[src/rtl/seg_scan_ctrl.sv]
// seg_scan_ctrl: 4-digit seven-segment scan controller with frame-synchronous double buffering; define SEG_SCAN_LEADING_ZERO_BLANK_EN to darken leading-zero digits
module seg_scan_ctrl #(
  parameter int REFRESH_DIV  = 100000,
  parameter int BLANK_CYCLES = 1000
) (
  input  logic        clk,
  input  logic        rst,
  input  logic        enable,
  input  logic        load,
  input  logic [15:0] value,
  output logic [3:0]  nibble,
  output logic [3:0]  an,
  output logic [1:0]  digit_idx,
  output logic        frame_done,
  output logic        load_pending
);
  localparam int CW = (REFRESH_DIV > 2) ? $clog2(REFRESH_DIV) : 1;
  typedef enum logic [1:0] {IDLE, BLANK, SHOW} state_t;
  state_t        state_q, state_d;
  logic [1:0]    idx_q, idx_d;
  logic [CW-1:0] cnt_q, cnt_d;
  logic [15:0]   disp_q, disp_d, pend_q, pend_d;
  logic          pending_q, pending_d, frame_done_q, frame_done_d;
  logic          boundary, lz_dark;
  // Scan sequencing, frame-boundary commit and load buffering
  always_comb begin
    state_d      = state_q;
    idx_d        = idx_q;
    cnt_d        = cnt_q;
    disp_d       = disp_q;
    pend_d       = pend_q;
    pending_d    = pending_q;
    frame_done_d = 1'b0;
    boundary     = 1'b0;
    case (state_q)
      IDLE: if (enable) begin
        state_d = BLANK;
        idx_d   = 2'd0;
        cnt_d   = '0;
      end
      BLANK: if (!enable) begin
        state_d = IDLE;
        idx_d   = 2'd0;
        cnt_d   = '0;
      end else begin
        cnt_d   = cnt_q + CW'(1);
        state_d = (cnt_q == CW'(BLANK_CYCLES - 1)) ? SHOW : BLANK;
      end
      SHOW: if (!enable) begin
        state_d = IDLE;
        idx_d   = 2'd0;
        cnt_d   = '0;
      end else if (cnt_q == CW'(REFRESH_DIV - 1)) begin
        state_d  = BLANK;
        cnt_d    = '0;
        idx_d    = idx_q + 2'd1;
        boundary = (idx_q == 2'd3);
      end else begin
        cnt_d = cnt_q + CW'(1);
      end
      default: state_d = IDLE;
    endcase
    if (boundary) begin
      frame_done_d = 1'b1;
      disp_d       = pending_q ? pend_q : disp_q;
      pending_d    = 1'b0;
    end
    if (load && (state_q == IDLE || boundary)) begin
      disp_d    = value;
      pending_d = 1'b0;
    end else if (load) begin
      pend_d    = value;
      pending_d = 1'b1;
    end
  end
  // State registers with synchronous reset
  always_ff @(posedge clk) begin
    if (rst) begin
      state_q      <= IDLE;
      idx_q        <= 2'd0;
      cnt_q        <= '0;
      disp_q       <= 16'h0;
      pend_q       <= 16'h0;
      pending_q    <= 1'b0;
      frame_done_q <= 1'b0;
    end else begin
      state_q      <= state_d;
      idx_q        <= idx_d;
      cnt_q        <= cnt_d;
      disp_q       <= disp_d;
      pend_q       <= pend_d;
      pending_q    <= pending_d;
      frame_done_q <= frame_done_d;
    end
  end
`ifdef SEG_SCAN_LEADING_ZERO_BLANK_EN
  assign lz_dark = (idx_q != 2'd0) && ((disp_q >> {idx_q, 2'b00}) == 16'h0);
`else
  assign lz_dark = 1'b0;
`endif
  assign nibble       = (state_q == IDLE) ? 4'h0 : disp_q[{idx_q, 2'b00} +: 4];
  assign an           = (state_q == SHOW && !lz_dark) ? ~(4'b0001 << idx_q) : 4'b1111;
  assign digit_idx    = idx_q;
  assign frame_done   = frame_done_q;
  assign load_pending = pending_q;
endmodule

[config.mk]
export PLATFORM = sky130hd
export DESIGN_NAME = seg_scan_ctrl
export DESIGN_NICKNAME = d
export VERILOG_FILES = /design/src/rtl/seg_scan_ctrl.sv
export SDC_FILE = /design/constraint.sdc
export NUM_CORES = 1
export LEC_CHECK = 0
export ABC_AREA = 1
export CORE_ASPECT_RATIO = 1.25
export CORE_MARGIN = 1
export CORE_UTILIZATION = 36
export CTS_BUF_LIST = sky130_fd_sc_hd__clkbuf_16
export DETAILED_ROUTE_END_ITERATION = 7
export PLACE_DENSITY = 0.55
export SLEW_MARGIN = 20
export SYNTH_ARGS = -nofsm -noshare
export SYNTH_HDL_FRONTEND = slang
export SYNTH_SLANG_ARGS = --single-unit
[constraint.sdc]
create_clock -name clk -period 4.9 [get_ports clk]
set_clock_uncertainty 0.1 [all_clocks]
set_input_delay 0.98 -clock clk [delete_from_list [all_inputs] [get_ports clk]]
set_output_delay 0.98 -clock clk [all_outputs]
set_load 0.005 [all_outputs]
==> results of run 1 <==
[layout by cell type, fill, tap and decap left out, types with 2 or more instances in the layout]
cell | synthesis | layout
sky130_fd_sc_hd__inv_2 | 3 | 3
sky130_fd_sc_hd__nor2_4 | 2 | 2
sky130_fd_sc_hd__xor2_1 | 8 | 8
sky130_fd_sc_hd__clkdlybuf4s50_1 | 0 | 31
sky130_fd_sc_hd__nand3_1 | 49 | 49
sky130_fd_sc_hd__ha_1 | 9 | 9
sky130_fd_sc_hd__inv_1 | 47 | 47
sky130_fd_sc_hd__a21oi_1 | 43 | 43
sky130_fd_sc_hd__nor2_2 | 3 | 3
sky130_fd_sc_hd__nand2_2 | 3 | 3
sky130_fd_sc_hd__nor2_1 | 49 | 49
sky130_fd_sc_hd__or2_2 | 2 | 2
sky130_fd_sc_hd__clkbuf_16 | 0 | 5
sky130_fd_sc_hd__nor3_1 | 4 | 4
sky130_fd_sc_hd__nand4_1 | 20 | 20
sky130_fd_sc_hd__nand2_4 | 2 | 2
sky130_fd_sc_hd__nand3_2 | 2 | 2
sky130_fd_sc_hd__nand2_1 | 107 | 107
sky130_fd_sc_hd__o21ai_0 | 15 | 15
sky130_fd_sc_hd__buf_4 | 2 | 2
sky130_fd_sc_hd__dfxtp_1 | 55 | 55
[logic make-up (layout without fill, tap and decap cells)]
| kind of cell | Yosys count | count (layout) | synth area share, % |
|---|---|---|---|
| xor gates and xnor gates | 8 | 8 | 2.29 |
| buffers and inverters | 71 | 91 | 9.93 |
| and+or+nand+nor | 250 | 250 | 38.7 |
| adders and majority gates | 9 | 9 | 3.68 |
| AOI/OAI and AO/OA | 58 | 58 | 9.48 |
| DFF | 55 | 55 | 35.9 |
[power breakdown]
part	total, mW	switching (mW)	internal, mW
clock	0.403	0.164	0.239
combinational	0.129	0.0769	0.0522
sequential	0.485	0.0167	0.468
[registers in the layout, indices dropped and copies added (netlist names)]
signal        cells
cnt_q            17
digit_idx         2
disp_q           16
frame_done        1
load_pending      1
pend_q           16
state_q           2
[critical path: stages (launching register included)]
cell,delay [ns]
sky130_fd_sc_hd__dfxtp_1,0.61
sky130_fd_sc_hd__inv_1,0.30
sky130_fd_sc_hd__o21ai_0,0.33
sky130_fd_sc_hd__a21oi_1,0.11
sky130_fd_sc_hd__clkdlybuf4s50_1,0.46
[synthesized netlist by cell type]
cell,number,area (sq um)
sky130_fd_sc_hd__nand3_2,2,20.0
sky130_fd_sc_hd__nor2_2,3,18.8
sky130_fd_sc_hd__nor2_1,49,184
sky130_fd_sc_hd__nand3b_1,1,7.51
sky130_fd_sc_hd__or2_2,2,12.5
sky130_fd_sc_hd__nand4_1,20,125
sky130_fd_sc_hd__ha_1,9,113
sky130_fd_sc_hd__nand2_4,2,22.5
sky130_fd_sc_hd__clkinv_1,1,3.75
sky130_fd_sc_hd__o21ai_0,15,75.1
sky130_fd_sc_hd__dfxtp_1,55,1100
sky130_fd_sc_hd__nor2_4,2,22.5
sky130_fd_sc_hd__nand2_1,107,402
sky130_fd_sc_hd__nand4_4,1,21.3
sky130_fd_sc_hd__nand4_2,1,12.5
sky130_fd_sc_hd__buf_4,2,15.0
sky130_fd_sc_hd__buf_6,3,33.8
sky130_fd_sc_hd__clkbuf_1,9,33.8
sky130_fd_sc_hd__inv_1,47,176
sky130_fd_sc_hd__nor3_4,1,16.3
sky130_fd_sc_hd__nor2_8,1,20.0
sky130_fd_sc_hd__a21oi_1,43,215
sky130_fd_sc_hd__buf_2,6,30.0
sky130_fd_sc_hd__nor3_2,1,10.0
sky130_fd_sc_hd__nor3_1,4,20.0
sky130_fd_sc_hd__inv_2,3,11.3
sky130_fd_sc_hd__xor2_1,8,70.1
sky130_fd_sc_hd__nand2_2,3,18.8
sky130_fd_sc_hd__nand3_1,49,245
sky130_fd_sc_hd__nor4_1,1,6.26
[worst max path at each step]
stage,slack (ns),to,depth (start not counted),startpoint
after detailed placement,1.86,pend_q[14]$_SDFFE_PP0P_,8,enable
final,1.72,nibble[3],4,digit_idx[0]$_SDFFE_PP0P_
after global placement,1.86,pend_q[15]$_SDFFE_PP0P_,8,enable
after global routing,1.55,nibble[1],4,digit_idx[0]$_SDFFE_PP0P_
after floorplan,2.65,an[0],5,digit_idx[0]$_SDFFE_PP0P_
after CTS,1.66,nibble[1],4,digit_idx[0]$_SDFFE_PP0P_
[layout make-up]
class / count / area, sq um / share of cell area (%)
sequential: 55 / 1100 / 30.9
tap: 97 / 121 / 3.41
multi-input combinational: 325 / 1660 / 46.6
clock buffer: 5 / 125 / 3.51
inverter: 51 / 191 / 5.38
clock inverter: 2 / 37.5 / 1.05
timing repair buffer: 33 / 325 / 9.14
[layer usage]
layer	GRT usage, %	part of all wire (%)	up-vias
li1	-	-	1502
met1	19.5	44	1246
met2	32.5	52	33
met3	2.69	1.9	11
met4	7.02	1.6	0
met5	0	0	-
[per-stage QoR]
stage	setup WS [ns]	instances	util, %	cell area (sq um)
finish	1.72	568	43.2	3560
global route	1.55	568	43.2	3560
CTS	1.66	568	43.2	3560
detailed placement	1.86	561	41.2	3400
global placement	1.86	561	41.2	3400
floorplan	2.65	451	-	3060
==> impl.org, run 1 <==
** Detailed routing
- Overall routed net length :: approximately 7.3 mm
- Dividing the detail-routed wire length by the instance count gives around 13 um.
- 1st-iter DRT viols :: slightly above 90
- Dividing the detail-routed via count by the number of cells gives 4.92.
- Post-detailed-route DRC marker count :: 0
- DR pass1 iterations :: 4
- Vias after detailed routing :: 2792
- ANT nets after route :: 0

** Worst setup path
- At the worst endpoint, the required time is around 3.8 ns.
- Largest fanout of any net on the critical path :: 12
- Arrival time at the worst endpoint :: roughly 2.1 ns
- Count of cells along the worst register-to-register path :: 9
- The setup path with the least slack is of type register to output port.
- Worst-case register-to-register setup slack :: 2.58 ns
- Reg-to-reg critical path endpoint :: disp_q[9]$_SDFFE_PP0P_
- R2R Path Start :: digit_idx[0]$_SDFFE_PP0P_
- CP Launch Type :: register
- STA classifies the critical path endpoint as an output port.

** Clock tree
- The later pin in the worst-skew pair is clocked with a latency of approximately 0.3 ns.
- # hold bufs at CTS :: 0
- Cell at the root of the clock tree :: sky130_fd_sc_hd__clkbuf_16
- Clock transition at the registers of the reported paths :: ~0.070 ns
- TritonCTS buffer count :: 5
- After clock tree synthesis, the setup repair step added 0 buffers.
- Count of clock tree sinks :: 55
- In this run, post-CTS repair resized a total of 0 instances.
- TritonCTS built the clock tree.
- Clock tree buffer depth :: 2
- Number of levels the H-tree was split into :: 2

** Timing
- Relative slew slack :: between 50% and 60%
- Final hold slack :: ~0.37 ns
- Unrepaired setup endpoints after global routing :: no
- Setup violations remaining at the end of the flow were counted as 0.
- Number of pins with negative max-slew slack in the final report :: 0
- F_max :: ~0.31 GHz
- For the pin with the worst max-slew slack, the measured transition is between 0.6 and 0.7 ns.
- Final Hold Viols :: 0
- After layout, the minimum clock period comes to 3.18 ns.
- Sum of negative setup slack :: 0 ns
- Of the available clock period, the critical path in the final layout requires 64.9%.

** Place
- At the end of routability-driven placement, the weighted congestion stood at 0.793.
- Detailed placement ended at an HPWL of 5.31 mm.
- The count of buffers added on input and output ports is 31.

** Floorplan
- Die Y :: 105 um
- Core outline area :: 0.00824 sq mm
- For this design the top-level I/O count stands at 32.
- The initial utilization of the core area, before any placement, comes to 37.2%.
- The floorplan step defined a die boundary enclosing roughly 0.0089 sq mm.
- Width of the die :: ~85 um
- In this run the core area contains 37 standard-cell rows.

** Final layout
- Of the cells placed in the final design, the portion with a size suffix greater than 1 is between 6 and 7%.
- Number of nets in the layout :: 500
- Counting the fill cells in the layout gives 913.
- Antenna diodes :: 0
- Synthesis-to-layout area growth :: 16.2%

** Worst hold path
- The worst hold path passes through 2 cells.
- The worst hold path terminates at pend_q[8]$_SDFFE_PP0P_.
- The min-delay analysis places its worst path in the category register to register.
- In this run the most critical hold path is launched from pend_q[8]$_SDFFE_PP0P_.

** Power and ir drop
- Cell leakage power :: around 1.4 nW
- In this run the power density over the cells is between 200 and 300 mW/mm^2.
- Maximum vdd ir drop :: around 0.12 mV
- Power, Total :: 1.02 mW

** Global route
- Entering global routing, the biggest net connects 37 pins.
- The number of global-route vias before repair is between 2000 and 3000.
- For this run the aggregate overflow at the end of global routing stands at 0.
- The number of antenna violations at the first check in global routing came to 0.
- In the global route stage, overall resource usage came out at between 10% and 20%.
- Wire length of the first global-routing pass :: ~12 mm

** Yosys
- Syn_area_per_cell :: a little under 7 sq um
- The number of nets in the synthesized netlist is 480.
- Synthesis produced a netlist whose cell count is 451.
- The synthesized design contains between 50 and 60 register bits.
- The Yosys step of the flow raised 0 warnings.
- Seq/Total Area, Yosys :: between 30% and 40%
- Unique masters post-synth :: 30
- The cell area that synthesis handed to floorplanning was around 0.0031 sq mm.

** Run status
- The run finished with clean final reports.

** Flow run
- Number of maximum-capacitance constraint violations :: 0
No activity file was read; power rests on OpenSTA's default activity.
==> run 2: changes to the inputs <==
PLACE_DENSITY = 0.57   (was 0.55)
clock period = 2.8 ns   (was 4.9 ns; I/O delays follow)
==> run 2 against run 1 <==
Global-route usage increased by 0.16 points. Non-clock buffer count rose by 5. Hold slack got worse by 0.00088 ns. Routed wire length increased by 2.4%. Critical path depth rose by 1. Setup slack got worse by 1.5 ns. Count of clock-buffer cells in the layout unchanged. Total power grew 67%. Via count grew 3.5%. Combinational power rose by 88%. Critical endpoint is now nibble[2]. Largest power group unchanged. Highest routed layer unchanged.
==> impl.org, run 2 (synthesis gave the netlist of run 1 again) <==
** Timing
- Relative slew slack :: 70.4% (+17 points)
- Worst-Margin Slew :: 0.443 ns (-0.251 ns)
- F_max :: between 0.3 and 0.4 GHz
- Share of the cycle needed by the critical path after routing :: a little over nine tenths
- Sum of negative setup slack :: 0 ns (unchanged)
- The final setup violation count is 0 (unchanged).
- Setup repair after global routing left no endpoint under its margin.
- Final Hold Viols :: 0 (unchanged)
- The final number of max-transition violations came to 0 (unchanged).
- The clock period could shrink to between 2 and 3 ns.
- The minimum setup slack in the final design was 0.179 ns (-1.54 ns).

** Global route
- The maximum number of pins on one net before global-route repair came to 36 (-2.7%).
- Via count of the first global-routing pass :: 2705 (-2.8%)
- The residual overflow from global routing was 0 (unchanged).
- Initial antenna violation count :: 0 (unchanged)
- The global-route total usage across every layer is 17.6% (+0.16 points).
- Wire length of the first global-routing pass :: 12.6 mm (+1.3%)

** Flow run
- The reported max-cap violation count was 0 (unchanged).

** Power and ir drop
- The total power after layout is 1.69 mW (+67%).
- The leakage power total came to 1.45 nW (+1.4%).
- The largest vdd supply drop is 0.258 mV (+110%).
- Total power density per cell area :: 474 mW/mm^2 (+66%)

** Clock tree
- TritonCTS built the clock tree.
- TritonCTS buffer count :: 5 (unchanged)
- The number of buffers inserted by hold repair at cts is 0 (unchanged).
- Number of levels the H-tree was split into :: 2 (unchanged)
- The total of cells resized after clock tree synthesis came to 0 (unchanged).
- The clock transition time at the flip-flop clock pins of the worst setup and hold paths is 0.07 ns (about the same).
- Cell at the root of the clock tree :: sky130_fd_sc_hd__clkbuf_16
- Clock tree buffer depth :: 2 (unchanged)
- Count of clock tree sinks :: 55 (unchanged)
- The buffer count from post-CTS setup fixing is 0 (unchanged).
- The clock latency of the later-clocked register in the worst-skew pair is 0.29 ns (about the same).

** Detailed routing
- The total wire length is 7.47 mm (+2.4%).
- DR pass1 iterations :: 4 (unchanged)
- The violation count after the first detailed-route iteration came to 106 (+15%).
- Routed length per instance :: 13.0 um (+1.3%)
- The count of unresolved DRC violations after routing is 0 (unchanged).
- ANT nets after route :: 0 (unchanged)
- Vias after detailed routing :: 2890 (+3.5%)
- Mean number of vias per cell :: 5.03 (+2.4%)

** Worst hold path
- In this run the most critical hold path is launched from pend_q[3]$_SDFFE_PP0P_.
- In this run the worst hold path is classified as register to register.

** Floorplan
- The standard-cell row count was 37 (unchanged).
- The die width was 84.5 um (unchanged).
- The overall die area is 0.00888 sq mm (unchanged).
- The effective utilization at floorplan is 37.2% (unchanged).
- Core outline area :: 0.00824 sq mm (unchanged)
- Die Y :: 105 um (unchanged)
- Number of ports placed on the die boundary :: 32 (unchanged)

** Final layout
- Multi-input gate area :: 0.00166 sq mm (unchanged)
- Most common library cell in the layout ignoring fill and taps :: sky130_fd_sc_hd__nand2_1
- The post-route core utilization is 43.4% (+0.20 points).
- Most flop-heavy register :: cnt_q
- Synthesis-to-layout area growth :: 16.7%
- Area taken by flip-flops and latches :: 0.00110 sq mm (unchanged)
- The number of nets in the final layout came to 505 (+1.0%).
- The number of diodes added for antenna fixing was 0 (unchanged).
- The share of post-route cells with drive strength above 1 was 7.55% (+0.97 points).
- Commonest non-fill, non-tap cells in the layout :: 107 x sky130_fd_sc_hd__nand2_1, 55 x sky130_fd_sc_hd__dfxtp_1, 49 x sky130_fd_sc_hd__nor2_1, 49 x sky130_fd_sc_hd__nand3_1, 48 x sky130_fd_sc_hd__inv_1
- The largest registers in the layout are cnt_q (17), disp_q (16), pend_q (16).
- The flip-flop count of the largest register after layout is 17 (unchanged).
- Filler instances :: 870 (-4.7%)

** Place
- The last weighted congestion value of the routability-driven placer is 0.821 (+3.5%).
- Port Buffers :: 31 (unchanged)
- The minimum setup slack after placement is 0.392 ns (-1.46 ns).
- The half-perimeter wire length of the detailed placement result came to 5.47 mm (+3.1%).

** Worst setup path
- Start-to-end type of the worst setup path :: register to output port
- R2R Path Start :: digit_idx[0]$_SDFFE_PP0P_
- CP Launch Type :: register
- Tracing the worst setup path back leads to its startpoint at digit_idx[1]$_SDFFE_PP0P_.
- Req. time, crit path :: 2.14 ns (-1.68 ns)
- Largest fanout of any net on the critical path :: 9 (-3)
- Arrival time at the worst endpoint :: 1.96 ns (-0.14 ns)
- STA classifies the critical path endpoint as an output port.

** Run status
- The run finished with clean final reports.
## run 2: changes by cell type in the layout (fill, tap and decap cells not counted)
cell / change
sky130_fd_sc_hd__clkinv_2: +1
sky130_fd_sc_hd__bufinv_16: -1
sky130_fd_sc_hd__inv_1: +1
sky130_fd_sc_hd__buf_4: +5
## run 2: final timing paths
path | endpoint | depth (start not counted) | slack, ns
worst max-delay path | nibble[2] | 5 | 0.18
worst min-delay path | pend_q[3]$_SDFFE_PP0P_ | 2 | 0.37
worst min register to register | pend_q[3]$_SDFFE_PP0P_ | 2 | 0.37
worst max register to register | disp_q[5]$_SDFFE_PP0P_ | 10 | 0.72
## run 2: worst max-delay path, stage by stage, from the launching register on
cell and delay (ns):
sky130_fd_sc_hd__dfxtp_1 0.53, sky130_fd_sc_hd__inv_1 0.19, sky130_fd_sc_hd__nor2_1 0.12, sky130_fd_sc_hd__o21ai_0 0.08
sky130_fd_sc_hd__a21oi_1 0.21, sky130_fd_sc_hd__clkdlybuf4s50_1 0.54
## run 2: area by class of cell
type                    instances  share of cell area (%)
clock inverters                 3                   0.455
multi-input cells             325                    46.4
inverters                      51                    5.35
well taps                      97                    3.39
flip-flops and latches         55                    30.8
repair buffers                 38                    10.1
clock buffers                   5                    3.50
## run 2: per-stage QoR
stage | cell area, sq um | hold slack (ns) | std cells
2_1_floorplan | 3060 | 0.344 | 451
3_3_place_gp | 3430 | 0.354 | 566
3_5_place_dp | 3430 | 0.356 | 566
4_1_cts | 3580 | 0.367 | 574
5_1_grt | 3580 | 0.386 | 574
6_report | 3580 | 0.366 | 574
## run 2: metal layers
layer  global-route usage (%)  up-vias  wire length (um)
li1                         -     1508                 -
met1                     20.5     1320              3220
met2                     32.2       52              3880
met3                     2.13       10               205
met4                     6.90        0               174
met5                        0        -                 0
## run 2: power by group
part	leakage (nW)	internal [mW]	switching, mW
Sequential	0.449	0.819	0.0216
Clock	0.0710	0.327	0.283
Combinational	0.935	0.0974	0.146
Total	1.45	1.24	0.451
